===== config.mk =====
export PLATFORM = sky130hd
export DESIGN_NAME = seq_alu
export DESIGN_NICKNAME = d
export VERILOG_FILES = /design/src/rtl/seq_alu.sv
export SDC_FILE = /design/constraint.sdc
export NUM_CORES = 1
export LEC_CHECK = 0
export CAP_MARGIN = 20
export CORE_MARGIN = 3
export CORE_UTILIZATION = 60
export DETAILED_ROUTE_END_ITERATION = 16
export PLACE_DENSITY = 0.88
export SLEW_MARGIN = 15
export SYNTH_ARGS = -nofsm -noshare
export SYNTH_HDL_FRONTEND = slang
export SYNTH_SLANG_ARGS = --single-unit

===== constraint.sdc =====
create_clock -name clk -period 6.3 [get_ports clk]
set_input_delay 1.26 -clock clk [delete_from_list [all_inputs] [get_ports clk]]
set_output_delay 1.26 -clock clk [all_outputs]
set_load 0.01 [all_outputs]

===== src/rtl/seq_alu.sv =====
// seq_alu: multicycle ALU with start/busy/done handshake.
// Define SEQ_ALU_DIV_EN to build the restoring divider for op 111.
module seq_alu #(
    parameter int WIDTH    = 32,
    parameter int MUL_STEP = 4
) (
    input  logic             clk,
    input  logic             reset,
    input  logic             start,
    input  logic [2:0]       ALUControl,
    input  logic [WIDTH-1:0] a,
    input  logic [WIDTH-1:0] b,
    output logic             busy,
    output logic             done,
    output logic [WIDTH-1:0] Result,
    output logic [3:0]       ALUFlags
);

    localparam int MUL_CYC = WIDTH / MUL_STEP;
    localparam int CW      = $clog2(WIDTH);

    typedef enum logic [1:0] {IDLE, MUL, DIV, DONE} state_t;

    state_t           state;
    logic [CW-1:0]    cnt;
    logic [WIDTH-1:0] acc;
    logic [WIDTH-1:0] a_sh;
    logic [WIDTH-1:0] b_sh;

    logic             sub;
    logic [WIDTH:0]   sum;
    logic [WIDTH-1:0] res_c;
    logic [3:0]       flg_c;
    logic             go_mul;
    logic             go_div;
    logic [WIDTH-1:0] mul_term;
    logic [WIDTH-1:0] acc_nx;

    function automatic logic [3:0] nz(input logic [WIDTH-1:0] r);
        return {r[WIDTH-1], (r == '0), 2'b00};
    endfunction

    // single-cycle result and flags, computed from the operands being accepted
    always_comb begin
        sub   = (ALUControl == 3'b001);
        sum   = {1'b0, a} + {1'b0, (sub ? ~b : b)} + {{WIDTH{1'b0}}, sub};
        res_c = '0;
        unique case (ALUControl)
            3'b000, 3'b001: res_c = sum[WIDTH-1:0];
            3'b010:         res_c = a & b;
            3'b011:         res_c = a | b;
            3'b100:         res_c = a ^ b;
            3'b101:         res_c = b;
`ifdef SEQ_ALU_DIV_EN
            3'b111:         res_c = '1;
`else
            3'b111:         res_c = '0;
`endif
            default:        res_c = '0;
        endcase
        flg_c = nz(res_c);
        if (ALUControl == 3'b000 || sub) begin
            flg_c[1] = sum[WIDTH];
            flg_c[0] = ~(a[WIDTH-1] ^ b[WIDTH-1] ^ sub) &
                       (a[WIDTH-1] ^ sum[WIDTH-1]);
        end
        go_mul = (ALUControl == 3'b110);
`ifdef SEQ_ALU_DIV_EN
        go_div = (ALUControl == 3'b111) && (b != '0);
`else
        go_div = 1'b0;
`endif
    end

    // one shift-add step of the multiplier
    always_comb begin
        mul_term = a_sh * {{(WIDTH-MUL_STEP){1'b0}}, b_sh[MUL_STEP-1:0]};
        acc_nx   = acc + mul_term;
    end

`ifdef SEQ_ALU_DIV_EN
    logic [WIDTH-1:0] rem;
    logic [WIDTH-1:0] quo;
    logic [WIDTH-1:0] dvs;
    logic [WIDTH:0]   div_sh;
    logic             div_ge;
    logic [WIDTH-1:0] rem_nx;
    logic [WIDTH-1:0] quo_nx;

    // one restoring-divide step: shift in next dividend bit, try subtract
    always_comb begin
        div_sh = {rem, quo[WIDTH-1]};
        div_ge = (div_sh >= {1'b0, dvs});
        rem_nx = div_ge ? WIDTH'(div_sh - {1'b0, dvs}) : div_sh[WIDTH-1:0];
        quo_nx = {quo[WIDTH-2:0], div_ge};
    end

    // divider datapath registers
    always_ff @(posedge clk) begin
        if (reset) begin
            rem <= '0;
            quo <= '0;
            dvs <= '0;
        end else if ((state == IDLE || state == DONE) && start && go_div) begin
            rem <= '0;
            quo <= a;
            dvs <= b;
        end else if (state == DIV) begin
            rem <= rem_nx;
            quo <= quo_nx;
        end
    end
`endif

    // control FSM with registered handshake, result and flags
    always_ff @(posedge clk) begin
        if (reset) begin
            state    <= IDLE;
            busy     <= 1'b0;
            done     <= 1'b0;
            Result   <= '0;
            ALUFlags <= '0;
            cnt      <= '0;
            acc      <= '0;
            a_sh     <= '0;
            b_sh     <= '0;
        end else begin
            done <= 1'b0;
            unique case (state)
                IDLE, DONE: begin
                    if (!start) begin
                        state <= IDLE;
                    end else if (go_mul) begin
                        a_sh  <= a;
                        b_sh  <= b;
                        acc   <= '0;
                        cnt   <= CW'(MUL_CYC - 1);
                        busy  <= 1'b1;
                        state <= MUL;
                    end else if (go_div) begin
                        cnt   <= CW'(WIDTH - 1);
                        busy  <= 1'b1;
                        state <= DIV;
                    end else begin
                        Result   <= res_c;
                        ALUFlags <= flg_c;
                        done     <= 1'b1;
                        state    <= DONE;
                    end
                end
                MUL: begin
                    acc  <= acc_nx;
                    a_sh <= a_sh << MUL_STEP;
                    b_sh <= b_sh >> MUL_STEP;
                    cnt  <= cnt - 1'b1;
                    if (cnt == '0) begin
                        Result   <= acc_nx;
                        ALUFlags <= nz(acc_nx);
                        done     <= 1'b1;
                        busy     <= 1'b0;
                        state    <= DONE;
                    end
                end
                DIV: begin
`ifdef SEQ_ALU_DIV_EN
                    cnt <= cnt - 1'b1;
                    if (cnt == '0) begin
                        Result   <= quo_nx;
                        ALUFlags <= nz(quo_nx);
                        done     <= 1'b1;
                        busy     <= 1'b0;
                        state    <= DONE;
                    end
`else
                    busy  <= 1'b0;
                    state <= IDLE;
`endif
                end
            endcase
        end
    end

endmodule


==> impl_metrics.csv <==
group,metric,value,unit
detailed_routing,ant_nets,0,
sta,slew_viol_final,0,
setup_path,cp_common_cell,"fa_1",
cts,cts_tree,"yes",
die,core-area,23820,µm²
global_route,overflow,0,
sta,fin_tns_setup,0,ns
placement,placed_cells,2209,
power,cellPowerDensity,214.4,nW/µm²
power,p_total,3572,µW
synth,synthDistinctLibCells,78,
synth,synth_edf_count,0,
cts,cts.hold.buffers_added,0,
detailed_routing,drt_first_iter_violations,1562,
layout,final_core_util,0.6992,
synth,syn_inst,1861,
layout,fillerInstances,1872,
setup_path,crit_path_top_delay_cell,"xnor2_1",
setup_path,path_class,"reg2reg",
sta,fin_crit_sh,0.9153,
cts,cts_resized,0,
global_route,grt_max_degree,87,
global_route,first_global_vias,13674,
die,pin_count,108,
layout,nets,2199,
placement,dp_hpwl,36.64,mm
setup_path,worstPathCellList,"buf_4 > and2_1 > fa_1 > fa_1 > inv_1 > fa_1 > inv_1 > ha_1 > nand2_1 > or3_1 > a211o_1 > a31oi_1 > a21oi_1 > buf_4 > xnor2_1 > a2111oi_4 > nand4_1 > nor4_2 > a21oi_1 > o21ai_2",
setup_path,crit_path_end_kind,"flip-flop",
synth,synth-seq-area-share,0.1904,
layout,area_growth_syn_to_layout,13.14,%
synth,synth_nets,2151,
layout,drive_gt1_frac,0.04373,
cts,post_cts_buffers,0,
global_route,antenna_found_initial,0,
worst_hold_path,hold_path_class,"reg2reg",
cts,clock_sinks,140,
power,cellLeakagePower,0.007117,µW
synth,synth_top_area_frac,0.1904,
detailed_routing,vias,14039,
cts,clk_latency,0.45,ns
cts,cts.reportedPaths.clkPinSlew,0.06,ns
sta,finalSetupViolCount,0,
power,ir_drop,180.0,µV
synth,synth_area_leaders,"dfxtp_1 19%, fa_1 12%, ha_1 11%",
detailed_routing,drt_wl_total,48.33,mm
die,start_util,0.6180,
die,dieHeight,162.6,µm
synth,ys_seq_elements,140,
setup_path,cp_top_family,"adder cells",
sta,worstMarginPinSlew,1.066,ns
run_status,status,"finished, final reports clean",
setup_path,critPathMaxStageDelay,0.65,ns
synth,synth_most_common_cell,"inv_1",
global_route,grt_pass1_wl,75.18,mm
synth,syn_area,14720,µm²
layout,diodes,0,
global_route,grt_usage,0.3634,
run,maxCapViolCount,0,
cts,h-tree-depth,4,
die,die_w,162.6,µm
synth,synth-main-ff-cell,"dfxtp_1",
setup_path,crit_arrival,6.08,ns
cts,numCtsBuffers,17,
sta,grt_setup_unrepaired,"no",
detailed_routing,drcViolationCount,0,
setup_path,start_kind,"flip-flop",
cts,cts_root_buf,"clkbuf_16",
setup_path,cp_max_fo,24,
setup_path,worstPathRequired,6.62,ns
placement,portBuffers,107,
sta,report.final.hold_viol_count,0,
sta,max_freq,173.4,MHz
synth,async_reset_ff_frac,0,
synth,synth_area_leader_cell,"dfxtp_1",
synth,avgSynthCellArea,7.911,µm²
placement,gp_congestion,0.9757,
detailed_routing,drt_pass1_iterations,6,
die,die_area,26450,µm²
sta,min_period,5.766,ns
setup_path,critPathBufInv,4,
sta,timing.slew.headroom,0.2866,
die,rows,56,
sta,holdWs,0.4500,ns
synth,yosysWarnings,0,
cts,cts_buffer_depth,2,
detailed_routing,vias_per_cell,6.267,
detailed_routing,routedWlPerCell,21.58,µm
sta,finClkSkew,0.01780,ns
layout,final_cells,2240,
synth,synth_common_cells,"232 x inv_1, 173 x nor2_1, 140 x dfxtp_1",
-- flip-flops by register name (all words and copies together) (netlist names) --
signal,flops
b_sh,32
state,2
busy,1
a_sh,32
ALUFlags,3
Result,32
done,1
acc,32
cnt,5
-- cells in the final DEF (no fill, tap or decap), types with 10 or more instances in the layout --
master / synthesis / final
a221oi_1: 21 / 21
nor3_1: 20 / 20
clkdlybuf4s50_1: 0 / 105
ha_1: 133 / 132
o211ai_1: 22 / 22
inv_1: 232 / 232
o21ai_0: 58 / 58
xnor2_1: 70 / 70
dfxtp_1: 140 / 140
nand3_1: 31 / 31
mux2i_1: 72 / 72
nand4_1: 10 / 10
and2_1: 120 / 119
nor2_1: 173 / 172
clkbuf_16: 0 / 17
xor2_1: 17 / 17
buf_4: 1 / 27
a21o_1: 23 / 23
a31oi_1: 11 / 11
o22ai_1: 28 / 28
a22oi_1: 21 / 21
nand2_1: 128 / 127
a211oi_1: 67 / 67
fa_1: 87 / 87
a21oi_1: 132 / 131
-- path summary, 6_finish.rpt --
check	depth (start not counted)	start	endpoint	slack (ns)
setup / recovery	20	b_sh[3]$_SDFFE_PP0P_	ALUFlags[2]$_SDFFE_PP0P_	0.53
hold / removal	2	acc[29]$_SDFFE_PP0P_	acc[29]$_SDFFE_PP0P_	0.45
setup reg to reg	20	b_sh[3]$_SDFFE_PP0P_	ALUFlags[2]$_SDFFE_PP0P_	0.53
hold reg to reg	2	acc[29]$_SDFFE_PP0P_	acc[29]$_SDFFE_PP0P_	0.45
-- where the power goes --
group / switching (µW) / internal, µW / total [µW]
Clock: 453 / 649 / 1100
Sequential: 117 / 993 / 1110
Combinational: 824 / 535 / 1360
Total: 1390 / 2180 / 3570
-- tightest hold or removal path, stage by stage, from the launching register on --
cell,delay [ns]
dfxtp_1,0.31
nand2_1,0.05
a21oi_1,0.05
-- cell families after synthesis --
logic type | Yosys count | share of synthesized area
AO/OA/AOI/OAI | 465 | 0.2118
XOR/XNOR | 87 | 0.05176
adder cells (fa/ha/maj) | 220 | 0.2313
buffers and inverters | 338 | 0.08661
flip-flops | 140 | 0.1904
multiplexers | 73 | 0.04972
AND/OR/NAND/NOR | 538 | 0.1784
-- per-layer routing --
metal  vias up  GRT usage  wire (µm)
li1       6473          -          -
met1      6689     0.4752      19170
met2       716     0.6003      22670
met3       161    0.07070       4542
met4         0     0.1330       1953
met5         -          0          0
-- layout make-up --
type | instances | area, µm² | area share
clock inverter | 11 | 157.7 | 0.009465
timing repair buffer | 134 | 1279 | 0.07677
sequential | 140 | 2803 | 0.1683
tap | 319 | 399.1 | 0.02396
multi-input combinational | 1383 | 10690 | 0.6416
inverter | 233 | 874.6 | 0.05251
clock buffer | 20 | 456.7 | 0.02742
-- per-stage QoR --
step,worst slack (ns),cell area (µm²)
2_1_floorplan,0.6981,14720
5_1_grt,0.2572,16660
3_3_place_gp,0.5993,16040
3_5_place_dp,0.6011,16040
6_report,0.5335,16660
4_1_cts,0.6739,16660
(Power assumes the default switching activity.)
